==> src/rtl/pad_scan_sequencer.sv <==
// Serial game-pad scan sequencer: periodically latches a NES/SNES pad, clocks out its
// serial bits and publishes an active-low button byte with update/press/error strobes.
module pad_scan_sequencer #(
  parameter int P_LATCH_CYCLES = 396,
  parameter int P_HALF_CYCLES  = 198,
  parameter int P_POLL_CYCLES  = 550000,
  parameter int P_NUM_BITS     = 16
) (
  input  logic       i_clk_33mhz,
  input  logic       i_reset_l,
  input  logic       i_enable,
  input  logic       i_data,
  output logic       o_latch,
  output logic       o_pulse,
  output logic [7:0] o_buttons,
  output logic       o_valid,
  output logic       o_press_event,
  output logic       o_scan_err
);

  localparam logic [2:0] S_IDLE     = 3'd0;
  localparam logic [2:0] S_LATCH    = 3'd1;
  localparam logic [2:0] S_PULSE_LO = 3'd2;
  localparam logic [2:0] S_PULSE_HI = 3'd3;
  localparam logic [2:0] S_DONE     = 3'd4;

  localparam int C_PH_MAX = (P_LATCH_CYCLES > P_HALF_CYCLES) ? P_LATCH_CYCLES : P_HALF_CYCLES;
  localparam int C_PH_W   = (C_PH_MAX > 1) ? $clog2(C_PH_MAX) : 1;
  localparam int C_POLL_W = (P_POLL_CYCLES > 1) ? $clog2(P_POLL_CYCLES) : 1;
  localparam int C_IDX_W  = (P_NUM_BITS > 1) ? $clog2(P_NUM_BITS) : 1;

  localparam logic [C_PH_W-1:0]   C_LATCH_LAST = C_PH_W'(P_LATCH_CYCLES - 1);
  localparam logic [C_PH_W-1:0]   C_HALF_LAST  = C_PH_W'(P_HALF_CYCLES - 1);
  localparam logic [C_POLL_W-1:0] C_POLL_LAST  = C_POLL_W'(P_POLL_CYCLES - 1);
  localparam logic [C_IDX_W-1:0]  C_IDX_LAST   = C_IDX_W'(P_NUM_BITS - 1);

  logic [2:0]            r_state;
  logic [2:0]            w_nextState;
  logic [C_PH_W-1:0]     r_phaseCnt;
  logic [C_POLL_W-1:0]   r_pollCnt;
  logic [C_IDX_W-1:0]    r_bitIdx;
  logic [P_NUM_BITS-1:0] r_shift;
  logic [1:0]            r_dataSync;
  logic                  w_phaseEnd;
  logic                  w_scanEnd;
  logic                  w_idBad;
  logic [7:0]            w_map;

  logic                  r_latch;
  logic                  r_pulse;
  logic [7:0]            r_buttons;
  logic                  r_valid;
  logic                  r_pressEvent;
  logic                  r_scanErr;

  // Pad data is asynchronous; reset to "released" so no phantom press is seen.
  always_ff @(posedge i_clk_33mhz or negedge i_reset_l) begin
    if (!i_reset_l) begin
      r_dataSync <= 2'b11;
    end else begin
      r_dataSync <= {r_dataSync[0], i_data};
    end
  end

  always_ff @(posedge i_clk_33mhz or negedge i_reset_l) begin
    if (!i_reset_l) begin
      r_pollCnt <= '0;
    end else if (!i_enable || (r_pollCnt == C_POLL_LAST)) begin
      r_pollCnt <= '0;
    end else begin
      r_pollCnt <= r_pollCnt + C_POLL_W'(1);
    end
  end

  always_comb begin
    w_nextState = r_state;
    w_phaseEnd  = 1'b0;
    case (r_state)
      S_IDLE: begin
        if (i_enable && (r_pollCnt == '0)) begin
          w_nextState = S_LATCH;
        end
      end
      S_LATCH: begin
        if (r_phaseCnt == C_LATCH_LAST) begin
          w_phaseEnd  = 1'b1;
          w_nextState = S_PULSE_LO;
        end
      end
      S_PULSE_LO: begin
        if (r_phaseCnt == C_HALF_LAST) begin
          w_phaseEnd  = 1'b1;
          w_nextState = S_PULSE_HI;
        end
      end
      S_PULSE_HI: begin
        if (r_phaseCnt == C_HALF_LAST) begin
          w_phaseEnd  = 1'b1;
          w_nextState = (r_bitIdx == C_IDX_LAST) ? S_DONE : S_PULSE_LO;
        end
      end
      S_DONE:  w_nextState = S_IDLE;
      default: w_nextState = S_IDLE;
    endcase
  end

  assign w_scanEnd = (r_state == S_PULSE_HI) && (w_nextState == S_DONE);

  // Bit index wraps on the last bit rather than reaching P_NUM_BITS, so it never overflows.
  always_ff @(posedge i_clk_33mhz or negedge i_reset_l) begin
    if (!i_reset_l) begin
      r_state    <= S_IDLE;
      r_phaseCnt <= '0;
      r_bitIdx   <= '0;
    end else begin
      r_state <= w_nextState;
      if (w_phaseEnd || (r_state == S_IDLE) || (r_state == S_DONE)) begin
        r_phaseCnt <= '0;
      end else begin
        r_phaseCnt <= r_phaseCnt + C_PH_W'(1);
      end
      if (r_state == S_IDLE) begin
        r_bitIdx <= '0;
      end else if ((r_state == S_PULSE_HI) && w_phaseEnd) begin
        r_bitIdx <= (r_bitIdx == C_IDX_LAST) ? '0 : r_bitIdx + C_IDX_W'(1);
      end
    end
  end

  always_ff @(posedge i_clk_33mhz or negedge i_reset_l) begin
    if (!i_reset_l) begin
      r_shift <= '1;
    end else if ((r_state == S_PULSE_LO) && w_phaseEnd) begin
      r_shift[r_bitIdx] <= r_dataSync[1];
    end
  end

  generate
    if (P_NUM_BITS == 16) begin : g_snes
      logic w_unused;
      assign w_unused = ^{r_shift[11:9], r_shift[1]};
      assign w_map   = {r_shift[3], r_shift[2], r_shift[0], r_shift[8],
                        r_shift[5], r_shift[4], r_shift[6], r_shift[7]};
      assign w_idBad = ~&r_shift[15:12];
    end else begin : g_nes
      assign w_map   = {r_shift[3], r_shift[2], r_shift[1], r_shift[0],
                        r_shift[5], r_shift[4], r_shift[6], r_shift[7]};
      assign w_idBad = 1'b0;
    end
  endgenerate

  // Pad strobes come from dedicated flops keyed on the next state so they cannot glitch.
  always_ff @(posedge i_clk_33mhz or negedge i_reset_l) begin
    if (!i_reset_l) begin
      r_latch      <= 1'b0;
      r_pulse      <= 1'b1;
      r_buttons    <= 8'hFF;
      r_valid      <= 1'b0;
      r_pressEvent <= 1'b0;
      r_scanErr    <= 1'b0;
    end else begin
      r_latch      <= (w_nextState == S_LATCH);
      r_pulse      <= (w_nextState != S_PULSE_LO);
      r_valid      <= 1'b0;
      r_pressEvent <= 1'b0;
      r_scanErr    <= 1'b0;
      if (w_scanEnd) begin
        if (w_idBad) begin
          r_scanErr <= 1'b1;
        end else begin
          r_buttons    <= w_map;
          r_valid      <= 1'b1;
          r_pressEvent <= |(r_buttons & ~w_map);
        end
      end
    end
  end

  assign o_latch       = r_latch;
  assign o_pulse       = r_pulse;
  assign o_buttons     = r_buttons;
  assign o_valid       = r_valid;
  assign o_press_event = r_pressEvent;
  assign o_scan_err    = r_scanErr;

endmodule

==> config.mk <==
export PLATFORM = sky130hd
export DESIGN_NAME = pad_scan_sequencer
export DESIGN_NICKNAME = d
export VERILOG_FILES = /design/src/rtl/pad_scan_sequencer.sv
export SDC_FILE = /design/constraint.sdc
export NUM_CORES = 1
export LEC_CHECK = 0
export ABC_AREA = 1
export CORE_ASPECT_RATIO = 1.4
export CORE_UTILIZATION = 60
export CTS_CLUSTER_SIZE = 16
export DETAILED_ROUTE_END_ITERATION = 12
export PLACE_DENSITY_LB_ADDON = 0.12
export SYNTH_ARGS = -nofsm -noshare
export SYNTH_HDL_FRONTEND = slang
export SYNTH_SLANG_ARGS = --single-unit
==> constraint.sdc <==
create_clock -name i_clk_33mhz -period 3.9 [get_ports i_clk_33mhz]
set_clock_uncertainty 0.2 [all_clocks]
set_input_delay 0.39 -clock i_clk_33mhz [delete_from_list [all_inputs] [get_ports i_clk_33mhz]]
set_output_delay 0.39 -clock i_clk_33mhz [all_outputs]
set_load 0.02 [all_outputs]
Yosys cells after proc, flatten, opt, wreduce, memory -nomap -nowiden --
Cells that the tools add are included. W data, S select, Z words.
Word-level totals: input bits 4, bits in registers 67
Operators by class: mux-type cells 23, reduce and logical (&&, ||, !) cells 16, $lt $le $gt $ge 2, add/sub/neg operators 3, eq/ne operators 11, bitwise logic cells 2
Operators by type and width (number):
- $add A20 B1 Y20 const B | 1
- $eq A20 B20 Y1 const B | 1
- $logic_not A20 Y1 | 1
- $mux W20 | 1
- $bwmux W16 | 1
- $mux W3 | 5
- $mux W4 | 3
- $pmux W3 S4 | 1
- $add A9 B1 Y9 const B | 1
- $eq A9 B8 Y1 const B | 1
- $eq A9 B9 Y1 const B | 1
- $mux W1 | 9
- $mux W9 | 1
- $and A8 B8 Y8 | 1
- $not A8 Y8 | 1
- $reduce_or A8 Y1 | 1
- $eq A3 B1 Y1 const B | 2
- $eq A3 B2 Y1 const B | 2
- $eq A3 B3 Y1 const B | 2
- $logic_and A1 B1 Y1 | 5
- $lt A4 B5 Y1 const B | 1
- $reduce_and A5 Y1 | 1
- $add A4 B1 Y4 const B | 1
- $demux W1 S4 | 1
- 10 further kinds | 12

Depth between registers and ports, before layout --
depth after elaboration 7, depth in mapped cells 11, depth with buffers taken out 10

Least setup slack after synthesis --
OpenSTA, ideal clock, no wires.
path kind reg-to-reg, start reg r_pollCnt[0], end reg r_pollCnt[10], stages on the path, launching flop included 8, slack 2.264 ns, arrival 1.315 ns, path buffers 0, required time 3.579 ns, clock period less this slack 1.636 ns, cells stage by stage dfrtp_1 ha_1 inv_1 nor2_2 nand2_1 nor2_1 xor2_1 nor2_1
Between the ends: cells in the longest elaborated chain, start to end 3
Ends and longest elaborated chain:
- from (decl) | RTL line 40 | logic [C_POLL_W-1:0] r_pollCnt;
- from (signal assigned) | RTL line 71 | r_pollCnt <= r_pollCnt + C_POLL_W'(1);
- branches (longest 2 deep; another with $add A20 B1 Y20)
- $mux W20 (*) | RTL line 68 | end else if (!i_enable || (r_pollCnt == C_POLL_LAST)) begin
Mark *: on every way between the ends. A chain may end at the register's enable or synchronous reset.

Final worst setup path --
start reg r_pollCnt[0], end reg r_pollCnt[19]
Same word-level chain as after synthesis.

==> flow_metrics.env <==
export IMPL_drt_pass1_iterations=5
export IMPL_hp_class="reg2reg"
export IMPL_crit_type="reg2reg"
export IMPL_antennaDiodeCount=0
export IMPL_timing_final_ws_setup_ns=1.75
export IMPL_peakVddDrop_mv=0.282
export IMPL_fin_crit_sh_pct=55.2
export IMPL_path_cells="ha_1, inv_1, nor2_2, nand3_1, nand2_1, nor2_1"
export IMPL_avgSynthCellArea_um2=7.73
export IMPL_ys_types=36
export IMPL_timing_rr_end="r_pollCnt[19]"
export IMPL_arrival_ns=2.14
export IMPL_syn_inst=473
export IMPL_setup_tns_ns=0
export IMPL_ys_seq_elements=63
export IMPL_nNetsFinal=507
export IMPL_drtAntennaViolNets=0
export IMPL_path_clk_slew_ns=0.06
export IMPL_r2r_slack_ns=1.75
export IMPL_drt_initial_drc_count=154
export IMPL_dp_slack_ns=1.72
export IMPL_core_area_um2=5860
export IMPL_die_y_um=94.3
export IMPL_yosys_top_cells_area="dfrtp_1 (27%), dfstp_2 (17%), nand2_1 (13%)"
export IMPL_slowest_delay_ns=0.52
export IMPL_synth_edf_count=0
export IMPL_ys_seq_area_share_pct=43.9
export IMPL_critical_path_required_ns=3.89
export IMPL_wl_met2_mm=3.86
export IMPL_layout_drive_gt1_share_pct=15.6
export IMPL_place_gp_congestion=0.896
export IMPL_antenna_found_initial=0
export IMPL_htree_num_levels=3
export IMPL_cts_tree="done"
export IMPL_period_minus_slack_ns=2.15
export IMPL_p_leak_uw=0.00188
export IMPL_critPathLaunchType="flip-flop"
export IMPL_wl_met1_mm=2.89
export IMPL_clk_latency_ns=0.33
export IMPL_ctsResizeCount=0
export IMPL_r2r_start="r_pollCnt[0]"
export IMPL_drc_errors=0
export IMPL_routedWlPerCell_um=12.5
export IMPL_postCtsSetupBuffers=0
export IMPL_synth_top_cell_area_share_pct=27.4
export IMPL_async_flop_share_pct=100
export IMPL_gr_total_overflow=0
export IMPL_grt_max_degree=39
export IMPL_yosysMostFrequentCell="nand2_1"
export IMPL_worstPathMaxFanout=20
export IMPL_slew_limit_headroom_pct=45.0
export IMPL_vias=2993
export IMPL_whs_path_depth=0
export IMPL_crit_family="simple AND/OR/NAND/NOR gates"
export IMPL_finalHoldViolCount=0
export IMPL_io_buffer_count=16
export IMPL_yosys_top_cells_count="nand2_1 (125), nor2_1 (80), inv_1 (64)"
export IMPL_synth_area_um2=3650
export IMPL_rows=33
export IMPL_cp_slowest_cell="nand2_1"
export IMPL_die_x_um=68.0
export IMPL_grtUsageTotal_pct=25.9
export IMPL_tightest_slew_ns=0.825
export IMPL_numCtsBuffers=9
export IMPL_maxSlewViolCount=0
export IMPL_power_total_uw=1160
export IMPL_clock_sinks=63
export IMPL_rsz0062_at_grt="no"
export IMPL_wl_met3_um=220
export IMPL_outcome="complete, no violations"
export IMPL_routed_via_density=5.25
export IMPL_path_buf_inv=1
export IMPL_grt_first_pass_wirelength_mm=12.4
export IMPL_grt_pass1_vias=2903
export IMPL_start_util_pct=62.3
export IMPL_ff2ff_path_depth=6
export IMPL_dr_max_layer_used="met4"
export IMPL_dpl_hpwl_mm=5.39
export IMPL_synthFlopType="dfrtp_1"
export IMPL_drv_cap=0
export IMPL_io_pin_count=17
export IMPL_setup_viol=0
export IMPL_cts_buffer_depth=2
export IMPL_fmax_mhz=465
export IMPL_synth_nets=485
export IMPL_ys_warn_count=0
export IMPL_crit_path_end_kind="flip-flop"
export IMPL_powerDensity_nw_per_um2=290
export IMPL_num_fill_cells=502
export IMPL_hold_path_end="r_dataSync[1]"
export IMPL_syn_to_final_growth_pct=9.86
export IMPL_cts_hold_buf=1
export IMPL_root_buffer="clkbuf_8"
export IMPL_yosys_area_top_type="dfrtp_1"
export IMPL_min_delay_start="r_dataSync[0]"
export IMPL_die_area_um2=6410
export IMPL_wl_mm=7.14
==> how the worst max path moves through the flow <==
stage,startpoint,endpoint,slack (ns),depth (start not counted)
floorplan,r_pollCnt[0],r_pollCnt[10],2.26,7
finish,r_pollCnt[0],r_pollCnt[19],1.75,6
detailed placement,r_pollCnt[0],r_pollCnt[15],1.72,6
CTS,r_pollCnt[0],r_pollCnt[15],1.73,6
global route,r_pollCnt[0],r_pollCnt[8],1.58,6
global placement,r_pollCnt[0],r_pollCnt[16],1.80,6
==> power by group <==
group	switching, uW	internal [uW]	leakage, uW
sequential	5.09	659	0.000769
clock	241	225	0.0000866
combinational	23.9	8.79	0.00102
==> routing by layer <==
metal  up-vias  track usage (%)
met4         0             13.7
met2        59             45.8
met5         -                0
met1      1418             28.8
li1       1502                -
met3        14             4.23
==> state kept, by name, summed over array words and instances (netlist names) <==
register       cells
o_pulse            1
o_latch            1
o_buttons          8
o_scan_err         1
r_shift           12
o_valid            1
r_state            3
r_bitIdx           4
o_press_event      1
r_dataSync         2
r_phaseCnt         9
r_pollCnt         20
==> through the flow <==
stage	cells	hold slack (ns)	utilization [%]	instance area [um^2]
global placement	553	0.146	65.6	3850
detailed placement	553	0.147	65.6	3850
CTS	570	0.157	68.5	4020
floorplan	473	-0.106	-	3650
global route	570	0.164	68.5	4020
finish	570	0.156	68.5	4020
==> worst register-to-register path, cell delays in order (launching register included) <==
cell and delay [ns]:
dfrtp_1 0.46, ha_1 0.31, inv_1 0.08, nor2_2 0.22, nand3_1 0.10, nand2_1 0.52, nor2_1 0.12
==> layout by cell type (no fill, tap or decap), drive strengths merged <==
cell           instances
or2                    2
dlygate4sd3            1
inv                   70
xor2                  15
ha                     8
xnor2                  3
nand3                 24
nor3                  11
nand3b                 2
buf                    3
dfrtp                 40
a31oi                  1
o21ai                  6
nor2                  95
o21bai                12
a21oi                  2
nand2                130
dfstp                 23
nand4                 16
o2111ai                1
clkbuf                11
clkinv                 6
o22ai                  2
and3                   1
clkdlybuf4s50         15
==> layout make-up <==
| class | count | area (um^2) | area share (%) |
|---|---|---|---|
| Clock inverter | 5 | 25.0 | 0.623 |
| Tap cell | 70 | 87.6 | 2.18 |
| Timing Repair Buffer | 19 | 180 | 4.49 |
| Inverter | 71 | 267 | 6.64 |
| Clock buffer | 11 | 131 | 3.27 |
| Sequential cell | 63 | 1610 | 40.0 |
| Multi-Input combinational cell | 331 | 1720 | 42.8 |
==> cell families (layout without fill, tap and decap cells) <==
family	count (synthesis)	count (layout)	synth area share (%)
AOI/OAI and AO/OA	24	24	4.83
xor gates and xnor gates	18	18	4.31
adders and majority gates	8	8	2.74
buffers and inverters	79	106	9.04
DFF	63	63	43.9
and+or+nand+nor	281	281	35.2
Power figures use the tool's default switching activity.
